[config.mk]
export PLATFORM = sky130hd
export DESIGN_NAME = fifo_param
export DESIGN_NICKNAME = d
export VERILOG_FILES = /design/src/rtl/fifo_param.sv
export SDC_FILE = /design/constraint.sdc
export NUM_CORES = 1
export LEC_CHECK = 0
export ABC_AREA = 1
export BUFFER_PORTS_ARGS = -buffer_cell sky130_fd_sc_hd__buf_2
export CORE_ASPECT_RATIO = 0.9
export CORE_MARGIN = 2
export CORE_UTILIZATION = 53
export DETAILED_ROUTE_END_ITERATION = 10
export PLACE_DENSITY = 0.7
export SYNTH_ARGS = -nofsm -noshare
export SYNTH_HDL_FRONTEND = slang
export SYNTH_SLANG_ARGS = --single-unit
[constraint.sdc]
create_clock -name clk -period 3.5 [get_ports clk]
set_clock_uncertainty 0.05 [all_clocks]
set_input_delay 0.525 -clock clk [delete_from_list [all_inputs] [get_ports clk]]
set_output_delay 0.525 -clock clk [all_outputs]
set_load 0.005 [all_outputs]
[src/rtl/fifo_param.sv]
// rtl/fifo_param.sv - parameterised synchronous FIFO with occupancy flags and FWFT option
// Status flags decode only from the registered count, so they never glitch on request inputs.
module fifo_param #(
  parameter int DATA_W    = 16,
  parameter int ADDR_W    = 4,
  parameter int AF_THRESH = 14,
  parameter int AE_THRESH = 2,
  parameter int FWFT      = 0
) (
  input  logic              clk,
  input  logic              rst,
  input  logic [DATA_W-1:0] dato_in,
  input  logic              wr_en,
  input  logic              rd_en,
  output logic [DATA_W-1:0] dato_out,
  output logic              full,
  output logic              empty,
  output logic              almost_full,
  output logic              almost_empty,
  output logic [ADDR_W:0]   cuenta,
  output logic              overflow,
  output logic              underflow
);

  localparam int DEPTH = 1 << ADDR_W;
  localparam logic [ADDR_W:0] DEPTH_C = {1'b1, {ADDR_W{1'b0}}};
  localparam logic [ADDR_W:0] AF_C    = AF_THRESH[ADDR_W:0];
  localparam logic [ADDR_W:0] AE_C    = AE_THRESH[ADDR_W:0];

  generate
    if (AE_THRESH < 0 || AE_THRESH >= AF_THRESH || AF_THRESH > DEPTH || (FWFT != 0 && FWFT != 1))
    begin : g_bad_params
      $error("fifo_param: illegal parameters AE_THRESH=%0d AF_THRESH=%0d DEPTH=%0d FWFT=%0d",
             AE_THRESH, AF_THRESH, DEPTH, FWFT);
    end
  endgenerate

  logic [DATA_W-1:0] mem_q [DEPTH];
  logic [ADDR_W-1:0] wr_ptr_q, wr_ptr_d;
  logic [ADDR_W-1:0] rd_ptr_q, rd_ptr_d;
  logic [ADDR_W:0]   cnt_q, cnt_d;
  logic              ovf_q, ovf_d;
  logic              unf_q, unf_d;
  logic              wr_acc, rd_acc;

  assign full         = (cnt_q == DEPTH_C);
  assign empty        = (cnt_q == '0);
  assign almost_full  = (cnt_q >= AF_C);
  assign almost_empty = (cnt_q <= AE_C);
  assign cuenta       = cnt_q;
  assign overflow     = ovf_q;
  assign underflow    = unf_q;

  always_comb begin
    wr_acc   = wr_en & ~full;
    rd_acc   = rd_en & ~empty;
    wr_ptr_d = wr_acc ? wr_ptr_q + 1'b1 : wr_ptr_q;
    rd_ptr_d = rd_acc ? rd_ptr_q + 1'b1 : rd_ptr_q;
    ovf_d    = wr_en & full;
    unf_d    = rd_en & empty;
    cnt_d    = cnt_q;
    case ({wr_acc, rd_acc})
      2'b10:   cnt_d = cnt_q + 1'b1;
      2'b01:   cnt_d = cnt_q - 1'b1;
      default: cnt_d = cnt_q;
    endcase
  end

  always_ff @(posedge clk or posedge rst) begin
    if (rst) begin
      wr_ptr_q <= '0;
      rd_ptr_q <= '0;
      cnt_q    <= '0;
      ovf_q    <= 1'b0;
      unf_q    <= 1'b0;
    end else begin
      wr_ptr_q <= wr_ptr_d;
      rd_ptr_q <= rd_ptr_d;
      cnt_q    <= cnt_d;
      ovf_q    <= ovf_d;
      unf_q    <= unf_d;
    end
  end

  // Storage is deliberately left out of reset; the pointers alone define validity.
  always_ff @(posedge clk) begin
    if (wr_acc) mem_q[wr_ptr_q] <= dato_in;
  end

  generate
    if (FWFT == 1) begin : g_fwft
      assign dato_out = mem_q[rd_ptr_q];
    end else begin : g_std
      logic [DATA_W-1:0] dout_q;
      always_ff @(posedge clk or posedge rst) begin
        if (rst)         dout_q <= '0;
        else if (rd_acc) dout_q <= mem_q[rd_ptr_q];
      end
      assign dato_out = dout_q;
    end
  endgenerate

endmodule

# ---- Word-level counts from Yosys, hierarchy flattened
# Memory sizes are Yosys's and may differ from the RTL's. A register that Yosys moved wholly into a read port is not among the register bits.
# Index checks and enable logic that the tools add are counted.
dict set report classes {
  reduce_logical 2
  n_lt_le_gt_ge 2
  muxes 3
  add_sub_neg 4
  eq_ne 3
  n_bitwise 6
}
# op count
set ops {}
lappend ops {{$pmux W5 S2} 1}
lappend ops {{$add A4 B1 Y4 const B} 2}
lappend ops {{$add A5 B1 Y5 const B} 1}
lappend ops {{$eq A5 B5 Y1 const B} 1}
lappend ops {{$ge A5 B4 Y1 const B} 1}
lappend ops {{$le A5 B2 Y1 const B} 1}
lappend ops {{$logic_not A5 Y1} 1}
lappend ops {{$sub A5 B1 Y5 const B} 1}
lappend ops {{$and A1 B1 Y1} 4}
lappend ops {{$eq A2 B1 Y1 const B} 1}
lappend ops {{$eq A2 B2 Y1 const B} 1}
lappend ops {{$mux W1} 2}
lappend ops {{$not A1 Y1} 2}
lappend ops {{$reduce_bool A2 Y1} 1}
dict set report word_totals {
  mem_bits_rw 256
  n_memories 1
  reg_bits 15
  inputBits 20
  output_inout_bits 27
}
# memory depth width read_ports rd_clocked_by_memory_dff write_ports line_no
set memory_table {}
lappend memory_table {mem_q 16 16 1 1 1 38} ;# logic [DATA_W-1:0] mem_q [DEPTH];

# ---- Longest topological paths before layout
# Gate-level depths: netlist of the first run.
dict set report depth {
  ltp_word 5
  depth_mapped 15
  ltp_nobuf 14
}

# ---- Worst setup path before layout of the first run
# No wires, ideal clock.
dict set report synth_path {
  path_kind {reg2reg}
  from {register cnt_q[2] (netlist: cuenta[2])}
  to {register cnt_q[4] (netlist: cuenta[4])}
  arrival_time_ps 2152
  required_ps 3334
  setup_slack_ps 1182
  synth_period_minus_slack_ps 2318
  stages_incl_launch_ff 16
  setup_ps 116
  path_cell_list {dfrtp_1 -> nor2_2 -> nand4_1 -> nand2_2 -> inv_2 -> buf_2 -> ha_1 -> xor2_1 -> ha_1 -> inv_1 -> nand2_1 -> nand3_1 -> nand2_1 -> xor2_1 -> nand2_1 -> nand2_1}
}
dict set report synth_between {
  elab_chain_cells 5
  elab_cells_between_ends 12
}
# element line_no
set synth_lines {}
lappend synth_lines {{start, declared} 41} ;# logic [ADDR_W:0] cnt_q, cnt_d;
lappend synth_lines {{start signal, assigned} 79} ;# cnt_q <= cnt_d;
lappend synth_lines {{$logic_not A5 Y1 (*)} 47} ;# assign empty = (cnt_q == '0);
lappend synth_lines {{$not A1 Y1 (*)} 56} ;# rd_acc = rd_en & ~empty;
lappend synth_lines {{$and A1 B1 Y1 (*)} 56}
lappend synth_lines {{via rd_acc} 44} ;# logic wr_acc, rd_acc;
lappend synth_lines {{$eq A2 B1 Y1 / $eq A2 B2 Y1 (equally long branches)} 62} ;# case ({wr_acc, rd_acc})
lappend synth_lines {{$pmux W5 S2 / $reduce_bool A2 Y1 (equally long branches)} --}
# Mark *: on every way through the listed nets, which the timed path passes. The rest lies on a longest branch.
# A chain may end at the register's enable or synchronous reset.

# ---- Worst setup path in the final report of the first run
dict set report layout_path {
  from {register cnt_q[2] (netlist: cuenta[2])}
  to {register cnt_q[4] (netlist: cuenta[4])}
}
dict set report layout_between {
  elab_chain_cells 5
  elab_cells_between_ends 12
}
# element line_no
set layout_lines {}
lappend layout_lines {{$eq A5 B5 Y1 / $logic_not A5 Y1 (equally long branches)} {46, 47}}
lappend layout_lines {{$not A1 Y1 (on tied branches)} {55, 56}}
lappend layout_lines {{$and A1 B1 Y1 (on tied branches)} {55, 56}}
lappend layout_lines {{$eq A2 B1 Y1 / $eq A2 B2 Y1 (equally long branches)} 62}
lappend layout_lines {{$pmux W5 S2 / $reduce_bool A2 Y1 (equally long branches)} --}
# Several ways; a longest one is shown, not always the timed one.

==> reports/metrics.yaml, run 1 <==
sta:
  hold_ws_ps: 45.5
  max_slew_margin: 0.391
  rsz0062_at_grt: "false"
  setup_slack_ps: 778
  fmax_mhz: 367
  finalMaxSlewViolations: 0
  fin_setup_tns_ps: 0
  min_period_ps: 2720
  worstMarginPinSlew_ps: 913
  finalHoldViolCount: 0
  setup_violations: 0
  min_period_over_period: 0.778
placed_design:
  port_buffers: 46
  hpwl_um: 17100
  routabilityCongestion: 0.860
  dpl_cell_area_um2: 13100
  place_ws_ps: 805
finish:
  layout_common_cells: "nand2_1 (415), edfxtp_1 (256), inv_1 (215)"
  final-seq-area_um2: 8470
  fill_cells: 1929
  final_common_cell: "nand2_1"
  diodes: 0
  stdcell_area_um2: 13900
  multi_input_area_um2: 2950
  area_growth_pct: 11.6
  drive_gt1_frac: 0.105
  finalNetCount: 1306
job:
  drv_cap: 0
synth:
  avgSynthCellArea_um2: 10.2
  synth_cell_types: 23
  ys_seq_area_frac: 0.678
  synthCells: 1227
  synth.ff_latch_count: 287
  synth_nets: 1256
  yosysWarnings: 0
  synth_area_um2: 12500
floorplan:
  dieWidth_um: 166
  start_util: 0.536
  ios: 47
  die_area_um2: 24800
  rows: 53
  core_um2: 23300
  chipHeight_um: 150
grt:
  grtUsageTotal: 0.238
  grt_overflow: 0
  first_global_vias: 7958
  grt_pass1_wl_um: 45200
  grt_start_max_net_pins: 131
  antenna_found_initial: 0
detailed_routing:
  drt-initial-drc-count: 982
  wire_per_inst_um: 18.0
  finalWirelength_um: 28900
  vias_per_cell: 5.21
  vias: 8352
  highest_layer: "met4"
  wl_met3_um: 1940
  ant_nets: 0
  wl_met1_um: 12800
  drc: 0
  routed-wl-met2_um: 13500
  first_pass_iters: 5
critical_path:
  cp_cell_sequence: "nor2_2 -> nand4_1 -> nand2_2 -> inv_2 -> ha_1 -> xor2_1 -> ha_1 -> inv_1 -> nand2_1 -> nand3_1 -> nand2_1 -> xor2_1 -> nand2_1 -> nand2_1"
  cp_max_fo: 23
  crit_buf_inv: 2
  start_kind: "flop"
  arrival_ps: 3120
  crit_type: "reg -> reg"
  cp-end-kind: "flop"
  critical-path-max-stage-delay_ps: 450
  slowest_stage: "dfrtp_1"
  r2r_slack_ps: 780
  cp_top_family: "simple AND/OR/NAND/NOR gates"
  worst_path_most_repeated_cell: "nand2_1"
  cp.required_ps: 3890
clock_tree:
  cts.path.max_buffers: 3
  cts_tree: "done"
  path_clk_slew_ps: 60
  cts_max_level: 1
  clkLatencyLatePin_ps: 550
  post_cts_buffers: 0
  cts_num_sinks: 287
  cts_root_buf: "clkbuf_16"
  post_cts_resize_count: 0
  cts-buffers-inserted: 29
  cts_hold_buffers: 0
power_and_ir_drop:
  ir_worst_vdd_mv: 1.00
  p_per_area_nw_per_um2: 788
  p_leak_nw: 6.23
run_status:
  status: "finished clean"
worst_hold_path:
  hold_path.class: "in -> async"
## routing by layer
layer | vias to the layer above | GRT usage
li1 | 4020 | -
met1 | 4000 | 0.347
met2 | 285 | 0.379
met3 | 47 | 0.0349
met4 | 0 | 0.0635
met5 | - | 0
## cell usage after synthesis
cell type	instances	area (µm²)
nor2_2	1	6.26
buf_4	12	90.1
o21ai_1	2	10.0
clkbuf_1	8	30.0
nand3_1	199	996
edfxtp_1	256	7690
inv_1	216	811
o21ai_0	4	20.0
o21bai_1	1	7.51
a21oi_1	1	5.00
buf_2	30	150
buf_1	5	18.8
a21boi_0	1	7.51
nor2_1	19	71.3
xor2_1	9	78.8
clkinv_1	1	3.75
nand4_1	2	12.5
ha_1	9	113
nand2_2	1	6.26
inv_2	2	7.51
dfrtp_1	31	776
xnor2_1	2	17.5
nand2_1	415	1560
## logic make-up after synthesis
| group | share of synthesized area |
|---|---|
| compound gates | 0.00401 |
| fa+ha+maj | 0.00902 |
| simple gates | 0.212 |
| xor+xnor | 0.00772 |
| flops | 0.678 |
| buf+inv | 0.0890 |
## state kept, by name, indices dropped and copies added, names as in the netlist
signal	count
overflow	1
cuenta	5
mem_q	256
dato_out	16
underflow	1
rd_ptr_q	4
wr_ptr_q	4
## area by class of cell
| class | count | area share |
|---|---|---|
| Clock buffer | 38 | 0.0545 |
| Clock inverter | 16 | 0.00575 |
| Inverter | 219 | 0.0591 |
| Multi-Input combinational cell | 666 | 0.212 |
| Sequential cell | 287 | 0.608 |
| Tap cell | 302 | 0.0271 |
| Timing Repair Buffer | 74 | 0.0343 |
## where the power goes
| part | total, W | switching [W] | internal (W) |
|---|---|---|---|
| clock network | 0.00279 | 0.00126 | 0.00152 |
| registers | 0.00439 | 0.000196 | 0.00420 |
| logic | 0.00380 | 0.00267 | 0.00113 |
## final timing paths
path / startpoint / end / depth (start not counted)
min reg2reg: dato_out[7] / dato_out[7] / 2
max reg2reg: cuenta[2] / cuenta[4] / 14
min in group clk: wr_en / overflow / 3
max in group asynchronous: rst / wr_ptr_q[0] / 3
max: cuenta[2] / cuenta[4] / 14
min: rst / dato_out[4] / 2
## metrics by stage
stage / std cells / utilization / power [W]
floorplan: 1227 / - / 0.00699
global placement: 1548 / 0.563 / 0.00814
detailed placement: 1548 / 0.563 / 0.00824
CTS: 1602 / 0.599 / 0.0110
global route: 1602 / 0.599 / 0.0116
finish: 1602 / 0.599 / 0.0110
Power figures use the tool's default switching activity.
==> inputs of run 2 (changes only) <==
- ABC_AREA: 1 -> 0
- PLACE_DENSITY: 0.7 -> 0.73
- clock period: 3.5 -> 2.5 ns (I/O delays scaled with it)
==> run 2 against run 1 <==
Critical endpoint unchanged. Global-route usage is 2.0 points lower. Synthesized cell count is 56% lower. Cell area is 5.9% lower. Utilization is 3.3 points higher. Non-clock buffer count is 25 higher. Total power is 33% higher. Count of clock-buffer cells in the layout is 1 lower. Setup slack worse by 750 ps.
==> reports/metrics.yaml, run 2 <==
run_status:
  status: "finished clean"  # unchanged
synth:
  synthTopCellsByArea: "edfxtp_1 (68%), mux4_2 (13%), dfrtp_1 (6.9%)"  # was edfxtp_1 (62%), nand2_1 (12%), nand3_1 (8.0%)
  yosysWarnings: 0  # unchanged
  avgSynthCellArea_um2: 21.0  # was 10.2 µm²
  ys_seq_area_frac: 0.754  # was 0.678
  synth_most_common_cell: "edfxtp_1"  # was nand2_1
  synth_flop_cell: "edfxtp_1"  # unchanged
  synth_cell_types: 39  # was 23
  synth_top_area_frac: 0.685  # was 0.616
  synth_nets: 565  # was 1,256
  synth.ff_latch_count: 287  # unchanged
  synth-edff-count: 256  # unchanged
  synth_area_um2: 11200  # was 12,500 µm²
  netlist_top_cells_count: "edfxtp_1 (256), mux4_2 (64), mux2i_1 (32)"  # was nand2_1 (415), edfxtp_1 (256), inv_1 (216)
  synthArstFlopShare: 0.108  # unchanged
  synth.largest_area_cell: "edfxtp_1"  # unchanged
  synthCells: 536  # was 1,227
sta:
  max_slew_margin: 0.610  # was 0.391
  min_period_over_period: 0.990  # was 0.778
  rsz0062_at_grt: "true"  # was false
  finalHoldViolCount: 0  # unchanged
  min_period_ps: 2470  # was 2720 ps
  finalMaxSlewViolations: 0  # unchanged
  worstMarginPinSlew_ps: 585  # was 913 ps
  setup_violations: 0  # unchanged
  fmax_mhz: 404  # was 367 MHz
finish:
  drive_gt1_frac: 0.367  # was 0.105
  regMostFlops: "mem_q"  # unchanged
  final_common_cell: "edfxtp_1"  # was nand2_1
  diodes: 0  # unchanged
  stdcell_area_um2: 13100  # was 13,900 µm²
  finalNetCount: 665  # was 1,306
  largest_register_ffs: 256  # unchanged
  final_cells: 943  # was 1,602
  area_growth_pct: 16.8  # was 11.6%
  layout_common_cells: "edfxtp_1 (256), mux4_2 (64), buf_4 (48)"  # was nand2_1 (415), edfxtp_1 (256), inv_1 (215)
placed_design:
  dp.cells: 891  # was 1,548
  routabilityCongestion: 0.801  # was 0.860
  dpl_cell_area_um2: 12200  # was 13,100 µm²
  hpwl_um: 14800  # was 17,100 µm
  port_buffers: 46  # unchanged
power_and_ir_drop:
  ir_worst_vdd_mv: 0.499  # was 1.00 mV
  p_leak_nw: 4.53  # was 6.23 nW
  p_per_area_nw_per_um2: 1120  # was 788 nW/µm²
clock_tree:
  clkLatencyLatePin_ps: 530  # was 550 ps
  post_cts_buffers: 0  # unchanged
  cts_tree: "done"  # unchanged
  cts_root_buf: "clkbuf_16"  # unchanged
  path_clk_slew_ps: 60  # about the same
  cts_max_level: 1  # unchanged
  cts-buffers-inserted: 28  # was 29
  cts_num_sinks: 287  # unchanged
  cts.path.max_buffers: 3  # unchanged
detailed_routing:
  vias_per_cell: 5.85  # was 5.21
  wire_per_inst_um: 25.0  # was 18.0 µm
  drc: 0  # unchanged
  finalWirelength_um: 23600  # was 28,900 µm
  vias: 5516  # was 8,352
  ant_nets: 0  # unchanged
  first_pass_iters: 4  # was 5
  drt-initial-drc-count: 572  # was 982
critical_path:
  crit_type: "reg -> reg"  # unchanged
  start_kind: "flop"  # unchanged
  ff2ff_path_depth: 10  # was 14
  worst_path_most_repeated_cell: "xor2_1"  # was nand2_1
  arrival_ps: 2840  # was 3120 ps
  cp_max_fo: 9  # was 23
  cp_cell_sequence: "or3_4 -> o31ai_4 -> inv_4 -> ha_4 -> xor2_1 -> ha_2 -> o211a_1 -> o31ai_2 -> a31oi_1 -> xor2_1"  # was nor2_2 -> nand4_1 -> nand2_2 -> inv_2 -> ha_1 -> xor2_1 -> ha_1 -> inv_1 -> nand2_1 -> nand3_1 -> nand2_1 -> xor2_1 -> nand2_1 -> nand2_1
  cp-end-kind: "flop"  # unchanged
  cp.required_ps: 2860  # was 3890 ps
  slowest_stage: "or3_4"  # was dfrtp_1
  critical-path-max-stage-delay_ps: 420  # was 450 ps
floorplan:
  rows: 50  # was 53
  start_util: 0.541  # was 0.536
  chipHeight_um: 142  # was 150 µm
  dieWidth_um: 157  # was 166 µm
  ios: 47  # unchanged
  die_area_um2: 22400  # was 24,800 µm²
  core_um2: 20800  # was 23,300 µm²
grt:
  grt_overflow: 0  # unchanged
  grt_pass1_wl_um: 35300  # was 45,200 µm
  grtUsageTotal: 0.218  # was 0.238
  antenna_found_initial: 0  # unchanged
  grt_start_max_net_pins: 32  # was 131
  first_global_vias: 5786  # was 7,958
worst_hold_path:
  whs_path_depth: 2
  hold_path.class: "in -> reg"  # was in -> async
job:
  drv_cap: 0  # unchanged
[run 2: changes by cell type after synthesis, moves of 7 or more]
cell / before / now
buf_2: 30 / 9
buf_4: 12 / 0
inv_1: 216 / 7
mux2i_1: 0 / 32
mux4_2: 0 / 64
nand2_1: 415 / 29
nand3_1: 199 / 1
o221ai_1: 0 / 7
o221ai_2: 0 / 9
[run 2: metrics by stage]
step	setup WS (ps)	power (W)	hold slack (ps)	utilization	setup TNS, ps
detailed placement	-64.6	0.0106	416	0.586	-64.6
floorplan	-350	0.00911	424	-	-618
global route	-67.4	0.0152	53.4	0.631	-67.4
global placement	30.8	0.0104	417	0.586	0
CTS	30.5	0.0148	39.0	0.631	0
finish	25.6	0.0146	52.0	0.631	0
[run 2: worst max-delay path, delay by kind of cell (launching register included)]
family	cells	cell delay, ps
AO/OA/AOI/OAI	4	750
XOR/XNOR	2	300
adder cells (fa/ha/maj)	2	400
buffers and inverters	1	60
flip-flops	1	390
AND/OR/NAND/NOR	1	420
[run 2: final cells by class]
type	count	area (µm²)
flip-flops and latches	287	8470
multi-input cells	212	2650
inverters	8	32.5
clock inverters	14	166
well taps	286	358
clock buffers	37	756
fillers	1406	7660
repair buffers	99	681
[run 2: power by group]
part | switching (W) | internal [W]
clock | 0.00164 | 0.00253
combinational | 0.00202 | 0.00202
sequential | 0.000535 | 0.00590
[run 2: per-layer routing]
metal,track usage,routed length [µm],vias up
met1,0.306,9820,2911
met5,0,0,-
li1,-,-,2384
met2,0.365,11900,179
met4,0.0569,537,0
met3,0.0320,1300,42
[run 2: final timing paths]
| check | slack, ps | from | endpoint |
|---|---|---|---|
| min | 50 | rd_en | underflow |
| max reg2reg | 30 | cuenta[3] | cuenta[4] |
| min in group asynchronous | 460 | rst | cuenta[4] |
| max in group asynchronous | 1540 | rst | rd_ptr_q[2] |
| min reg2reg | 440 | dato_out[11] | dato_out[11] |
| max | 30 | cuenta[3] | cuenta[4] |
[run 2: timing repair]
item                                   CTS  global route
endpoints found under the hold margin   31             0
hold buffers                             1             0
pin swaps                                2             0
setup endpoints to repair                1             1
gates cloned                             0             0
resized for setup                        1             0
[run 2: logic make-up (layout without fill, tap and decap cells)]
family          count (synthesis)  count (layout)  share of synthesized area
flops                         287             287                      0.754
mux                            97              97                      0.158
simple gates                   64              64                     0.0257
buf+inv                        37             158                     0.0170
compound gates                 32              32                     0.0279
xor+xnor                       10              10                    0.00780
fa+ha+maj                       9               9                     0.0100
